==> src/rtl/ins_seq_detector.sv <==
// Overlapping serial pattern detector: consumes W stream bits per word (MSB oldest), emits a registered match mask.
// Optional build macro INS_MATCH_COUNT_EN adds a registered population count of the mask (match_cnt).
module ins_seq_detector #(
    parameter int         W       = 8,
    parameter logic [3:0] PATTERN = 4'b1010
) (
    input  logic         clk,
    input  logic         rst,
    input  logic         in_valid,
    input  logic [W-1:0] in,
    output logic [W-1:0] out,
    output logic         out_valid
`ifdef INS_MATCH_COUNT_EN
    ,
    output logic [3:0]   match_cnt
`endif
);

    logic [2:0]   hist_r;
    logic         hv_r;
    logic [W-1:0] out_r;
    logic         out_valid_r;
    logic [W+2:0] ext_s;
    logic [W-1:0] match_s;

`ifdef INS_MATCH_COUNT_EN
    logic [3:0]   match_cnt_r;

    function automatic logic [3:0] popcount(input logic [W-1:0] m);
        logic [3:0] c;
        c = 4'd0;
        for (int i = 0; i < W; i++) begin
            c = c + {3'b000, m[i]};
        end
        return c;
    endfunction
`endif

    // Window evaluation over history plus the current word; windows touching stale history are suppressed
    always_comb begin
        ext_s   = {hist_r, in};
        match_s = {W{1'b0}};
        for (int i = 0; i < W; i++) begin
            if (!hv_r && (i >= W - 3)) begin
                match_s[i] = 1'b0;
            end else begin
                match_s[i] = (ext_s[i +: 4] == PATTERN);
            end
        end
    end

    // Result and history registers; history survives idle gaps so cross-word matches still land
    always_ff @(posedge clk) begin
        if (rst) begin
            out_r       <= {W{1'b0}};
            out_valid_r <= 1'b0;
            hist_r      <= 3'b000;
            hv_r        <= 1'b0;
        end else if (in_valid) begin
            out_r       <= match_s;
            out_valid_r <= 1'b1;
            hist_r      <= in[2:0];
            hv_r        <= 1'b1;
        end else begin
            out_valid_r <= 1'b0;
        end
    end

`ifdef INS_MATCH_COUNT_EN
    // Match count register, updated alongside the mask
    always_ff @(posedge clk) begin
        if (rst) begin
            match_cnt_r <= 4'd0;
        end else if (in_valid) begin
            match_cnt_r <= popcount(match_s);
        end else begin
            match_cnt_r <= match_cnt_r;
        end
    end

    assign match_cnt = match_cnt_r;
`endif

    assign out       = out_r;
    assign out_valid = out_valid_r;

endmodule

==> config.mk <==
export PLATFORM = sky130hd
export DESIGN_NAME = ins_seq_detector
export DESIGN_NICKNAME = d
export VERILOG_FILES = /design/src/rtl/ins_seq_detector.sv
export SDC_FILE = /design/constraint.sdc
export NUM_CORES = 1
export LEC_CHECK = 0
export ABC_AREA = 1
export BUFFER_PORTS_ARGS = -buffer_cell sky130_fd_sc_hd__buf_2
export CAP_MARGIN = 20
export CORE_AREA = 2 2 39 41
export CTS_CLUSTER_DIAMETER = 60
export DETAILED_ROUTE_END_ITERATION = 10
export DIE_AREA = 0 0 41 43
export PLACE_DENSITY = 0.66
export SYNTH_ARGS = -nofsm -noshare
export SYNTH_HDL_FRONTEND = slang
export SYNTH_SLANG_ARGS = --single-unit
==> constraint.sdc <==
create_clock -name clk -period 1 [get_ports clk]
set_input_delay 0 -clock clk [delete_from_list [all_inputs] [get_ports clk]]
set_output_delay 0 -clock clk [all_outputs]
set_load 0.02 [all_outputs]
# Word-level counts from Yosys, hierarchy flattened
# Index checks and enable logic that the tools add are counted.
[totals]
reg_bits = 13
inputBits = 11
wordCells = 16
[classes]
n_eq_ne = 8
mux = 4
[op_table]
columns = ["cell", "count"]
rows = [
  ["equality test 4 bit, second input constant", 8],
  ["2-to-1 mux 1 bit", 4],
]

# Logic depth before layout (Yosys ltp)
# Gate-level depths: netlist (run 1).
[depth]
word_depth = 2
ltp_mapped = 4
depth_no_buf = 4

# Worst setup path after synthesis (run 1)
# Ideal clock, no wire load.
[synth_path]
path_type = "register to register"
startpoint = "reg hist_r[0]"
endpoint = "reg out_r[5], in the netlist out[5]"
t_arrival_ns = 0.631
setup_slack_ns = 0.299
stages_incl_launch_ff = 5
n_path_buf = 0
period_less_slack_ns = 0.701
path_cell_list = "dfxtp_1 -> inv_1 -> nor2_1 -> nand3_1 -> a21oi_1"
[synth_via]
elab_chain_len = 2
[synth_lines]
columns = ["item", "line_no", "text"]
rows = [
  ["start, declared", "19", "logic [2:0] hist_r;"],
  ["start signal, assigned", "62", "hist_r <= in[2:0];"],
  ["equality test 4 bit", "47", "match_s[i] = (ext_s[i +: 4] == PATTERN);"],
  ["2-to-1 mux 1 bit", "44", "if (!hv_r && (i >= W - 3)) begin"],
  ["end signal, assigned", "55", "out_r <= {W{1'b0}};"],
  ["end signal, assigned", "60", "out_r <= match_s;"],
  ["end, declared", "21", "logic [W-1:0] out_r;"],
]
# Every way passes these cells.
# A chain may end at the register's enable or synchronous reset.

# Final worst setup path (run 1)
# Same ends and word-level chain as after synthesis.

==> results of run 1 <==
==> layer usage <==
| metal | GRT usage, % | vias up | part of all wire [%] |
|---|---|---|---|
| li1 | - | 269 | - |
| met1 | 17.9 | 201 | 47 |
| met2 | 17.8 | 11 | 46 |
| met3 | 3.14 | 2 | 5.5 |
| met4 | 12.0 | 0 | 2.0 |
| met5 | 0 | - | 0 |
==> synthesized netlist by cell type, drive strengths merged <==
cell / count / share of area, %
nand2: 18 / 13
dfxtp: 13 / 50
nor2: 13 / 9.9
a21oi: 10 / 9.7
inv: 10 / 7.3
nand3: 4 / 3.9
buf: 2 / 3.1
a211oi: 1 / 1.5
or2: 1 / 1.2
==> cell usage in the layout, fill, tap and decap left out <==
cell and instances:
sky130_fd_sc_hd__buf_2 19, sky130_fd_sc_hd__nand2_1 18, sky130_fd_sc_hd__or2_1 1, sky130_fd_sc_hd__a21oi_1 10
sky130_fd_sc_hd__a211oi_1 1, sky130_fd_sc_hd__clkbuf_1 1, sky130_fd_sc_hd__nand3_1 4, sky130_fd_sc_hd__dfxtp_1 13
sky130_fd_sc_hd__inv_1 9, sky130_fd_sc_hd__dlygate4sd3_1 1, sky130_fd_sc_hd__nor2_2 1, sky130_fd_sc_hd__clkbuf_4 3
sky130_fd_sc_hd__nor2_1 12, sky130_fd_sc_hd__inv_2 1
==> state kept, by name, summed over array words and instances (netlist names) <==
register and flops:
hist_r 3, out_valid 1, hv_r 1, out 8
==> worst max-delay path, stage by stage, from the launching register on <==
cell	delay, ps
sky130_fd_sc_hd__dfxtp_1	330
sky130_fd_sc_hd__inv_1	50
sky130_fd_sc_hd__nor2_1	120
sky130_fd_sc_hd__nand3_1	90
sky130_fd_sc_hd__a21oi_1	130
==> timing repair <==
item | in CTS | in global routing
endpoints found under the hold margin | 1 | 0
hold buffers | 1 | 0
gates resized for setup | 0 | 0
==> worst paths after layout <==
kind	startpoint	end	slack, ps	cells past startpoint
max	hist_r[0]	out[5]	210	4
min	in[4]	out[4]	10	4
max reg2reg	hist_r[0]	out[5]	210	4
min reg2reg	out[6]	out[6]	460	2
==> power by group through the flow <==
stage               registers (mW)  clock network [mW]  logic (mW)
floorplan                    0.558                   0      0.0516
global placement             0.551                   0      0.0956
detailed placement           0.552                   0      0.0962
CTS                          0.539               0.327      0.0994
global route                 0.541               0.363       0.112
finish                       0.539               0.315      0.0986
==> final cells by class <==
class	instances	area, um2
clock buffers	4	26.3
inverters	10	37.5
fillers	154	732
well taps	16	20.0
multi-input cells	47	203
repair buffers	20	105
flip-flops and latches	13	260
==> cell families (layout without fill, tap and decap cells) <==
logic type             count (synthesis)  count (layout)  share of synthesized area [%]
and+or+nand+nor                       36              36                           28.1
DFF                                   13              13                           50.4
buffers and inverters                 12              34                           10.4
AOI/OAI and AO/OA                     11              11                           11.1
==> results list, run 1 <==
- The worst path uses 79.0% of the clock period.
* Highest clock rate: 1.27 GHz
* Half-perimeter wire length after detailed placement: between 700 and 800 um
- The final max-slew violation count was 0.
- After detailed routing, the average wire length per cell comes to 9.30 um.
- Worst setup skew after layout: ~1.2 ps
* Boundary Pins: 20
* Post-layout nets: 106
* Vias after detailed routing: 483
- Initial cell density of the core: 37.3%
* Mapped Nets: 83
* Data arrival time of the worst path: 990 ps
* Proportion of power drawn by combinational gates: 10.3%
- Sequential share of power: 56.6%
* Share of post-route cells with drive strength above 1: between 20% and 30%
* Wire length of the first global-routing pass: 1590 um
- The internal portion of the total power is about 0.72 mW.
* Final std cell area, no fill: 652 um2
* Total of buffers placed on input and output ports: 19
- Total congestion overflow: 0
- For this block, the initial DRC count from the detailed router was 21.
* Number of vias per cell after detailed routing: 4.39
- Critical path peak fanout: 2
* Antenna Violating Nets Remaining: 0
- In this run the deepest clock path goes through 2 buffers.
- On the final layout, the worst hold slack is 12.6 ps.
- Max rail drop VDD: approximately 0.64 mV
- After synthesis, flip-flops and latches occupy 50.4% of the total area.
- For the pin with the worst max-slew slack, the measured transition is 221 ps.
* Number of antenna violations at the first check in global routing: 0
* Power share of the clock group: 33.1%
* Synthesized netlist cell count: 72
* Count of state elements after synthesis: 13
- Pin count of the biggest net entering global routing: 14
* Total routing usage reported by global routing: 13.7%
- Clock sink count: 13
- Height of the die: 43 um
* Type of origin of the critical path: flop
- In this run the worst hold path is classified as input pin to flop.
* End-of-flow core utilization: 47.1%
- The placed instances occupy a cell area of between 600 and 700 um2.
- Placer congestion estimate: 0.748
* Die area: 0.00176 mm2
* # Max-Cap Violations: 0
- After layout, the minimum clock period comes to around 790 ps.
- In the routed design, unresolved DRC markers number 0.
- Endpoint type of the worst setup path: flop
- CTS tree: done
- After clock tree synthesis, the clock-pin slew on the worst setup and hold paths is roughly 80 ps.
- Number of iterations in the first detailed-routing pass: 4
* Clock Tree Root: sky130_fd_sc_hd__clkbuf_4
- Of the total power, the share spent switching nets is approximately a quarter.
* Normalized max-slew margin: 85.3%
* Psw: 0.229 mW
* Max H-tree Level: 1
- The floorplan has 14 rows.
- For the worst-skew pair, the clock arrives at the later sink with an insertion delay of 270 ps.
- The via count of the first global-routing pass was 402.
* Post-placement setup slack: 229 ps
- Leakage dissipation: between 0.3 and 0.4 nW
- RSZ-0062 raised after global routing: no
- In this run the post-CTS setup repair buffer count came out at 0.
- Power per Cell Area: between 1000 and 1500 mW/mm2
* Number of antenna cells inserted: 0
* Power Total: 0.953 mW
* Core area: between 0.001 and 0.0015 mm2
- The flow ran to the end, and the final reports show no timing, DRC or antenna violations.
* Mean area per synthesized cell: 7.18 um2
- Post-Route Setup TNS: 0 ps
- In this run, placement finished with an instance count of 105.
- After detailed routing, the total wire length is between 1000 and 1500 um.
- By startpoint and endpoint, the worst setup path is classified as flop to flop.
- Worst Setup Slack, final: 210 ps
- Die span in x: ~41 um
* Non-filler instance count after layout: 110
* Hold Vio Cnt, Final: 0
- Synth Cell Area: 517 um2
* Setup Viol. Count Final: 0
* Data required time at the worst endpoint: 1200 ps
- Area growth from synthesis to layout: 26.1%
* CTS Buf Count: 3
* YS warnings: 0
- Distinct cell type count after synthesis: 12
No activity file was read; power rests on OpenSTA's default activity.
==> inputs of run 2 (changes only) <==
==> constraint.sdc (replaced) <==
create_clock -name clk -period 0.8 [get_ports clk]
set_input_delay 0 -clock clk [delete_from_list [all_inputs] [get_ports clk]]
set_output_delay 0 -clock clk [all_outputs]
set_load 0.02 [all_outputs]
==> run 2 against run 1 <==
Setup slack worse by 190 ps. Cell count unchanged. Largest cell class unchanged. Largest power group unchanged. Utilization rose by 3.0 points. Power increased by 27%. Clock skew barely moved. Sequential power up 26%. Maximum frequency increased by 1.9%.
==> results list, run 2 (synthesis gave the netlist of run 1 again) <==
* Status: finished, final reports clean
- Pins over their slew limit: 0
* Half-perimeter wire length after detailed placement: 775 um
* Number of iterations in the first detailed-routing pass: 4
- Area growth from synthesis to layout: 34.1%
* Normalized max-slew margin: 83.8%
- Row generation in the floorplan step produced 14 rows.
* Commonest cells after routing, fill and taps aside: sky130_fd_sc_hd__nand2_1 (18), sky130_fd_sc_hd__buf_2 (14), sky130_fd_sc_hd__nor2_1 (10)
* Clock Tree Root: sky130_fd_sc_hd__clkbuf_4
- Counting the buffers created by CTS gives 3.
* Hold-critical path endpoint: out[2]
* Most common cell after layout, fill and taps aside: sky130_fd_sc_hd__nand2_1
- In the final routed layout, each cell accounts on average for slightly below 10 um.
- The count of buffers added on input and output ports is 19.
* Final std cell area, no fill: 693 um2
- CTS tree: done
- Entering global routing, the biggest net connects 14 pins.
- Across the routed clock network, the largest skew measured is 1.53 ps.
- The clock reaches the later pin of the worst-skew pair after 270 ps.
- Wire length of the first global-routing pass: 1590 um
- Number of antenna violations at the first check in global routing: 0
- Total wirelength of the detailed-routed design: 1080 um
- For the worst setup path, the data required time is 1000 ps.
- The first routing iteration left 5 violations.
- Max H-tree Level: 1
- At the end of routability-driven placement, the weighted congestion stood at 0.748.
- 0 antenna diodes ended up in the layout.
- Hold Vio Cnt, Final: 0
- Data arrival time of the worst path: 980 ps
- STA classifies the critical path startpoint as a flop.
- Reg2Reg Capture Point: out[6]
- Clock-pin slew on the worst setup and hold paths: 80 ps
* Critical path peak fanout: 3
- End-of-flow core utilization: 50.1%
- Detailed-route DRC error count: 0
- Counting instances, the worst hold path has a depth of 4.
* Initial cell density of the core: 37.3%
- Once the clock tree was built, the setup fixing pass inserted 0 buffers.
- In this run the power density over the cells is 1740 mW/mm2.
- # Max-Cap Violations: 0
- The die covers 0.00176 mm2.
- Post-layout nets: approximately 110
- Number of flip-flops under the largest register name: 8
- Setup violations remaining at the end of the flow were counted as 0.
* Height of the die: around 43 um
- Leakage dissipation: approximately 0.32 nW
- Summed over all failing endpoints, the final setup total negative slack is 0 ps.
- Derived from the worst setup path, the maximum achievable clock frequency is 1.29 GHz.
- The via count of the first global-routing pass is ~400.
- The setup path with the least slack is of type flop to flop.
- At the pin with the least slew margin, the transition time is 244 ps.
- Boundary Pins: 20
- Antenna Violating Nets Remaining: 0
- Clock tree synthesis found a total of 13 sinks.
* Total routing usage reported by global routing: 13.7%
* Vias after detailed routing: 508
* Core area: 0.00138 mm2
- Reg2Reg Launch Point: hist_r[1]
- Startpoint of the lowest-slack hold path: in[4]
- Time the final worst path needs with I/O delays and setup: 775 ps
- Hold timing on the final database bottoms out at a slack of between 10 and 15 ps.
- Of the cells placed in the final design, the portion with a size suffix greater than 1 is 38.3%.
* Part of the cycle the worst path needs: 96.9%
- Die span in x: 41 um
* Max rail drop VDD: 0.793 mV
- Setup slack of the worst register-to-register path: between 20 and 25 ps
- Area after DPL: 616 um2
- Using the TritonRoute via totals, the vias-per-cell ratio works out to 4.62.
- The longest clock path from root to sink contains 2 buffers.
* Total congestion overflow: 0
* Logic depth of the worst register-to-register path: 4
- Endpoint type of the worst setup path: flop
- Layout fillers: approximately 150
* Class of the worst hold path: input pin to flop
==> run 2: cell counts in the layout (fill, tap and decap cells not counted) <==
Identical to the previous run, type by type.
==> run 2: final cells by class <==
type | count | area (um2) | share of cell area [%]
inverter | 10 | 37.5 | 5.42
multi-input combinational | 47 | 225 | 32.5
tap | 16 | 20.0 | 2.89
sequential | 13 | 267 | 38.4
clock buffer | 4 | 26.3 | 3.79
timing repair buffer | 20 | 118 | 17.0
==> run 2: stage by stage <==
stage | power [mW] | worst slack, ps | cells
6_report | 1.21 | 24.8 | 110
5_1_grt | 1.29 | -17.7 | 110
4_1_cts | 1.21 | 11.2 | 110
3_5_place_dp | 0.810 | 29.3 | 105
3_3_place_gp | 0.808 | 74.9 | 105
2_1_floorplan | 0.762 | 99.2 | 72
==> run 2: critical path, cell delays in order, from the launching register on <==
cell and delay [ps]:
sky130_fd_sc_hd__dfxtp_1 370, sky130_fd_sc_hd__inv_1 60, sky130_fd_sc_hd__nor2_1 80, sky130_fd_sc_hd__nand3_1 80, sky130_fd_sc_hd__a21oi_1 120
==> run 2: worst max path at each step <==
stage              start  endpoint  slack (ps)  cells past startpoint
6_report       hist_r[1]    out[6]          20                      4
2_1_floorplan  hist_r[0]    out[5]         100                      4
4_1_cts        hist_r[0]    out[7]          10                      4
3_5_place_dp   hist_r[0]    out[7]          30                      4
3_3_place_gp   hist_r[0]    out[7]          70                      4
5_1_grt        hist_r[1]    out[6]         -20                      4
==> run 2: what timing repair did <==
item                       in CTS  in global routing
resized for setup               0                 18
hold endpoints to repair        1                  0
hold buffers                    1                  0
setup endpoints to repair       0                  8
==> run 2: power by group <==
part | internal, mW | switching (mW)
logic | 0.0511 | 0.0835
clock network | 0.193 | 0.204
registers | 0.668 | 0.00977
==> run 2: metal layers <==
| metal | wire length [um] | GRT usage [%] | part of all wire (%) | up-vias |
|---|---|---|---|---|
| met5 | 0 | 0 | 0 | - |
| met1 | 484 | 17.9 | 45 | 224 |
| met4 | 21 | 12.0 | 1.9 | 0 |
| li1 | - | - | - | 267 |
| met2 | 511 | 17.8 | 47 | 15 |
| met3 | 61 | 3.14 | 5.7 | 2 |
==> inputs of run 3 (changes only) <==
--- a/config.mk
+++ b/config.mk
@@ -5,14 +5,14 @@
 export SDC_FILE = /design/constraint.sdc
 export NUM_CORES = 1
 export LEC_CHECK = 0
-export ABC_AREA = 1
 export BUFFER_PORTS_ARGS = -buffer_cell sky130_fd_sc_hd__buf_2
 export CAP_MARGIN = 20
 export CORE_AREA = 2 2 39 41
 export CTS_CLUSTER_DIAMETER = 60
+export CTS_CLUSTER_SIZE = 12
 export DETAILED_ROUTE_END_ITERATION = 10
 export DIE_AREA = 0 0 41 43
-export PLACE_DENSITY = 0.66
+export PLACE_DENSITY = 0.7
 export SYNTH_ARGS = -nofsm -noshare
 export SYNTH_HDL_FRONTEND = slang
 export SYNTH_SLANG_ARGS = --single-unit
==> run 3 against run 2 <==
The run now ends with negative setup slack left. Global-route usage up 2.4 points. Clock-buffer cell count shrank 1. First-iteration DRC count fell by 60%. Hold slack lost 4.4 ps. Sequential power barely moved. Flip-flop and latch count did not move. Die area stayed put. Highest routed layer unchanged. Non-clock buffer count increased by 3. Via count is 7.3% lower. Power grew 3.5%. Utilization increased by 5.7 points. Cell area up 11%.
==> results list, run 3 <==
* Failing checks: negative setup slack
* Pin count of the biggest net entering global routing: 18
* Max rail drop VDD: 1.18 mV
- YS warnings: 0
- Worst setup skew after layout: 0.0391 ps
* # Max-Cap Violations: 0
- In the post-synthesis netlist, the biggest area contributors are sky130_fd_sc_hd__dfxtp_1 (46%), sky130_fd_sc_hd__nand4bb_1 (9.9%), sky130_fd_sc_hd__o32ai_1 (6.2%).
- CTS tree: done
- The first detailed-routing pass ran for 2 iterations.
- Status: complete, but fails checks
* Slew @ Worst Pin: 348 ps
- Mapped Nets: 63
- Commonest cells after routing, fill and taps aside: sky130_fd_sc_hd__buf_2 (13), sky130_fd_sc_hd__dfxtp_1 (8), sky130_fd_sc_hd__inv_1 (6), sky130_fd_sc_hd__buf_4 (6)
* Power Total: 1.25 mW
- Per-cell routed wire length: around 13 um
- Hold is met by 5.95 ps.
- Summed over all layers, the global routing overflow is 0.
- Area after DPL: 702 um2
* GRT busiest layer: met1
* Die area: 0.00176 mm2
- The worst setup path is launched from a flop.
- Row generation in the floorplan step produced 14 rows.
* Clock sink count: 13
* Met2 Usage GRT: 21.9%
- Half-perimeter wire length after detailed placement: a little under 900 um
* Top_reg_cell synth: sky130_fd_sc_hd__dfxtp_1
- Power per Cell Area: ~1600 mW/mm2
* Share of synthesized flip-flops with an asynchronous set or reset: 0%
- In this run the tool buffered the top-level ports with 19 buffer cells.
* Distinct cell type count after synthesis: 19
- The register with the most flip-flops in the layout has 8 of them.
- Post-synthesis cell type with the largest combined area: sky130_fd_sc_hd__dfxtp_1
- In this run the number of H-tree levels came out at 1.
- For this run, global-route usage on met1 was measured as 22.4%.
- The synthesized design contains 0 enable-type register cells.
* RSZ-0062 raised after global routing: yes
- Dividing the synthesized area by the synthesized cell count gives 10.9 um2.
* Clock-pin slew on the worst setup and hold paths: 90 ps
- Number of antenna cells inserted: 0
- Pin placement for this block handled 20 I/O pins.
- Vias after detailed routing: 471
* Data required time at the worst endpoint: ~960 ps
- The die is 43 um tall.
* Post-layout nets: between 80 and 90
- The synthesized design contains 13 register bits.
* Detailed-route DRC error count: 0
- Drt initial violations: 2
- Summed over all layers, the routed wires come to 1220 um.
* Post-placement setup slack: -64.3 ps
* Wire length of the first global-routing pass: 1870 um
- Data on the critical path arrives at its endpoint at 1040 ps.
* Leakage dissipation: 0.341 nW
- The critical path is of the flop to flop type.
- Synthesized netlist cell count: 52
- Time the final worst path needs with I/O delays and setup: 876 ps
* Layout fillers: 126
- Setup violations remaining at the end of the flow were counted as 2.
- Met3 GRT Util: 3.14%
* Highest clock rate: 1.14 GHz
- Number of vias per cell after detailed routing: 5.06
- Summing all non-filler instances in the final layout gives an area of between 700 and 800 um2.
* CTS Buf Count: 3
- The final max-slew violation count was 0.
- For the worst-skew pair, the clock arrives at the later sink with an insertion delay of 270 ps.
- Share of post-route cells with drive strength above 1: between 40% and 50%
* Synth Cell Area: between 500 and 600 um2
- The share of the Yosys chip area taken by registers is 45.8%.
* Worst Setup Slack, final: -75.9 ps
- The detail route stage leaves a number of antenna-violating nets equal to 0.
- Part of the cycle the worst path needs: 109%
- Number of antenna violations at the first check in global routing: 0
- Compared with the post-synthesis result, the final layout area differs by 35.9%.
- The number of endpoints with negative hold slack in the final report came to 0.
- For this configuration, the core starts out at a cell density of 41.0%.
* Endpoint type of the worst setup path: flop
- Logic depth of the worst register-to-register path: 2
- Normalized max-slew margin: roughly three quarters
* Cells after DPL: 88
- Die span in x: 41 um
- Non-filler instance count after layout: 93
- The congestion estimate from routability-driven global placement came to 0.768.
- The share of synthesized area in the top cell type comes to 45.8%.
- Along the worst path, the maximum fanout reaches 2.
- In this run the worst hold path is classified as input pin to flop.
- Top cells by count, synth: sky130_fd_sc_hd__dfxtp_1 (13), sky130_fd_sc_hd__inv_1 (6), sky130_fd_sc_hd__nand4bb_1 (5), sky130_fd_sc_hd__nor2_1 (5), sky130_fd_sc_hd__o32ai_1 (4)
* Most frequent cell after synthesis: sky130_fd_sc_hd__dfxtp_1
- Total routing usage reported by global routing: 16.1%
- The core region is 0.00138 mm2.
* Clock Tree Root: sky130_fd_sc_hd__clkbuf_4
- Instance count along the most critical hold path: 3
- The via count of the first global-routing pass came to 436.
- Leaving out fill and tap cells, the most frequent cell in the layout is sky130_fd_sc_hd__buf_2.
- The number of setup buffers added after CTS is 0.
* CTS Buffer Depth: 2
-- run 3: cell count changes after synthesis, moves of 3 or more --
cell	previous run	this run
sky130_fd_sc_hd__nor2_1	12	5
sky130_fd_sc_hd__o32ai_1	0	4
sky130_fd_sc_hd__nand3_1	4	0
sky130_fd_sc_hd__mux2i_1	0	3
sky130_fd_sc_hd__nand2b_1	0	3
sky130_fd_sc_hd__nand2_1	18	0
sky130_fd_sc_hd__inv_1	9	6
sky130_fd_sc_hd__nand4bb_1	0	5
sky130_fd_sc_hd__a21oi_1	10	0
-- run 3: logic make-up after synthesis --
group / synth area share [%]
AO/OA/AOI/OAI: 14.1
buffers and inverters: 7.93
flip-flops: 45.8
multiplexers: 5.29
AND/OR/NAND/NOR: 26.9
-- run 3: power breakdown --
group / leakage [nW] / internal (mW) / switching, mW
clock: 0.0177 / 0.185 / 0.222
combinational: 0.215 / 0.0846 / 0.0841
sequential: 0.108 / 0.664 / 0.0106
total: 0.341 / 0.934 / 0.316
-- run 3: cell type report --
type                    instances  area (um2)  area share, %
repair buffers                 23         160           20.7
multi-input cells              31         273           35.3
clock inverters                 1        5.00          0.648
flip-flops and latches         13         269           34.8
inverters                       6        22.5           2.92
clock buffers                   3        22.5           2.92
well taps                      16        20.0           2.59
-- run 3: through the flow --
stage | TNS (ps) | utilization [%]
after floorplan | -62.2 | -
after global placement | -26.9 | 50.7
after detailed placement | -86.8 | 50.7
after CTS | -116 | 55.0
after global routing | -165 | 55.8
final | -114 | 55.8
-- run 3: critical path: stages (launching register included) --
cell                      delay [ps]
sky130_fd_sc_hd__dfxtp_4         350
sky130_fd_sc_hd__or3b_4          370
sky130_fd_sc_hd__o41ai_2          60
-- run 3: path summary, 6_finish.rpt --
| check | start | to | slack (ps) |
|---|---|---|---|
| setup / recovery | out[2] | out[2] | -80 |
| hold / removal | in[2] | hist_r[2] | 6 |
| setup reg to reg | out[2] | out[2] | -80 |
| hold reg to reg | out[7] | out[7] | 460 |
-- run 3: repair_timing --
item                                    CTS  global route
hold buffers                              3             0
resized for setup                         1             7
hold endpoints to repair                  3             0
endpoints found under the setup margin    2             8
pin swaps                                 0             2
-- run 3: layer usage --
layer	wire length, um	vias to the layer above
li1	-	241
met1	586	215
met2	555	13
met3	56	2
met4	17	0
met5	0	-
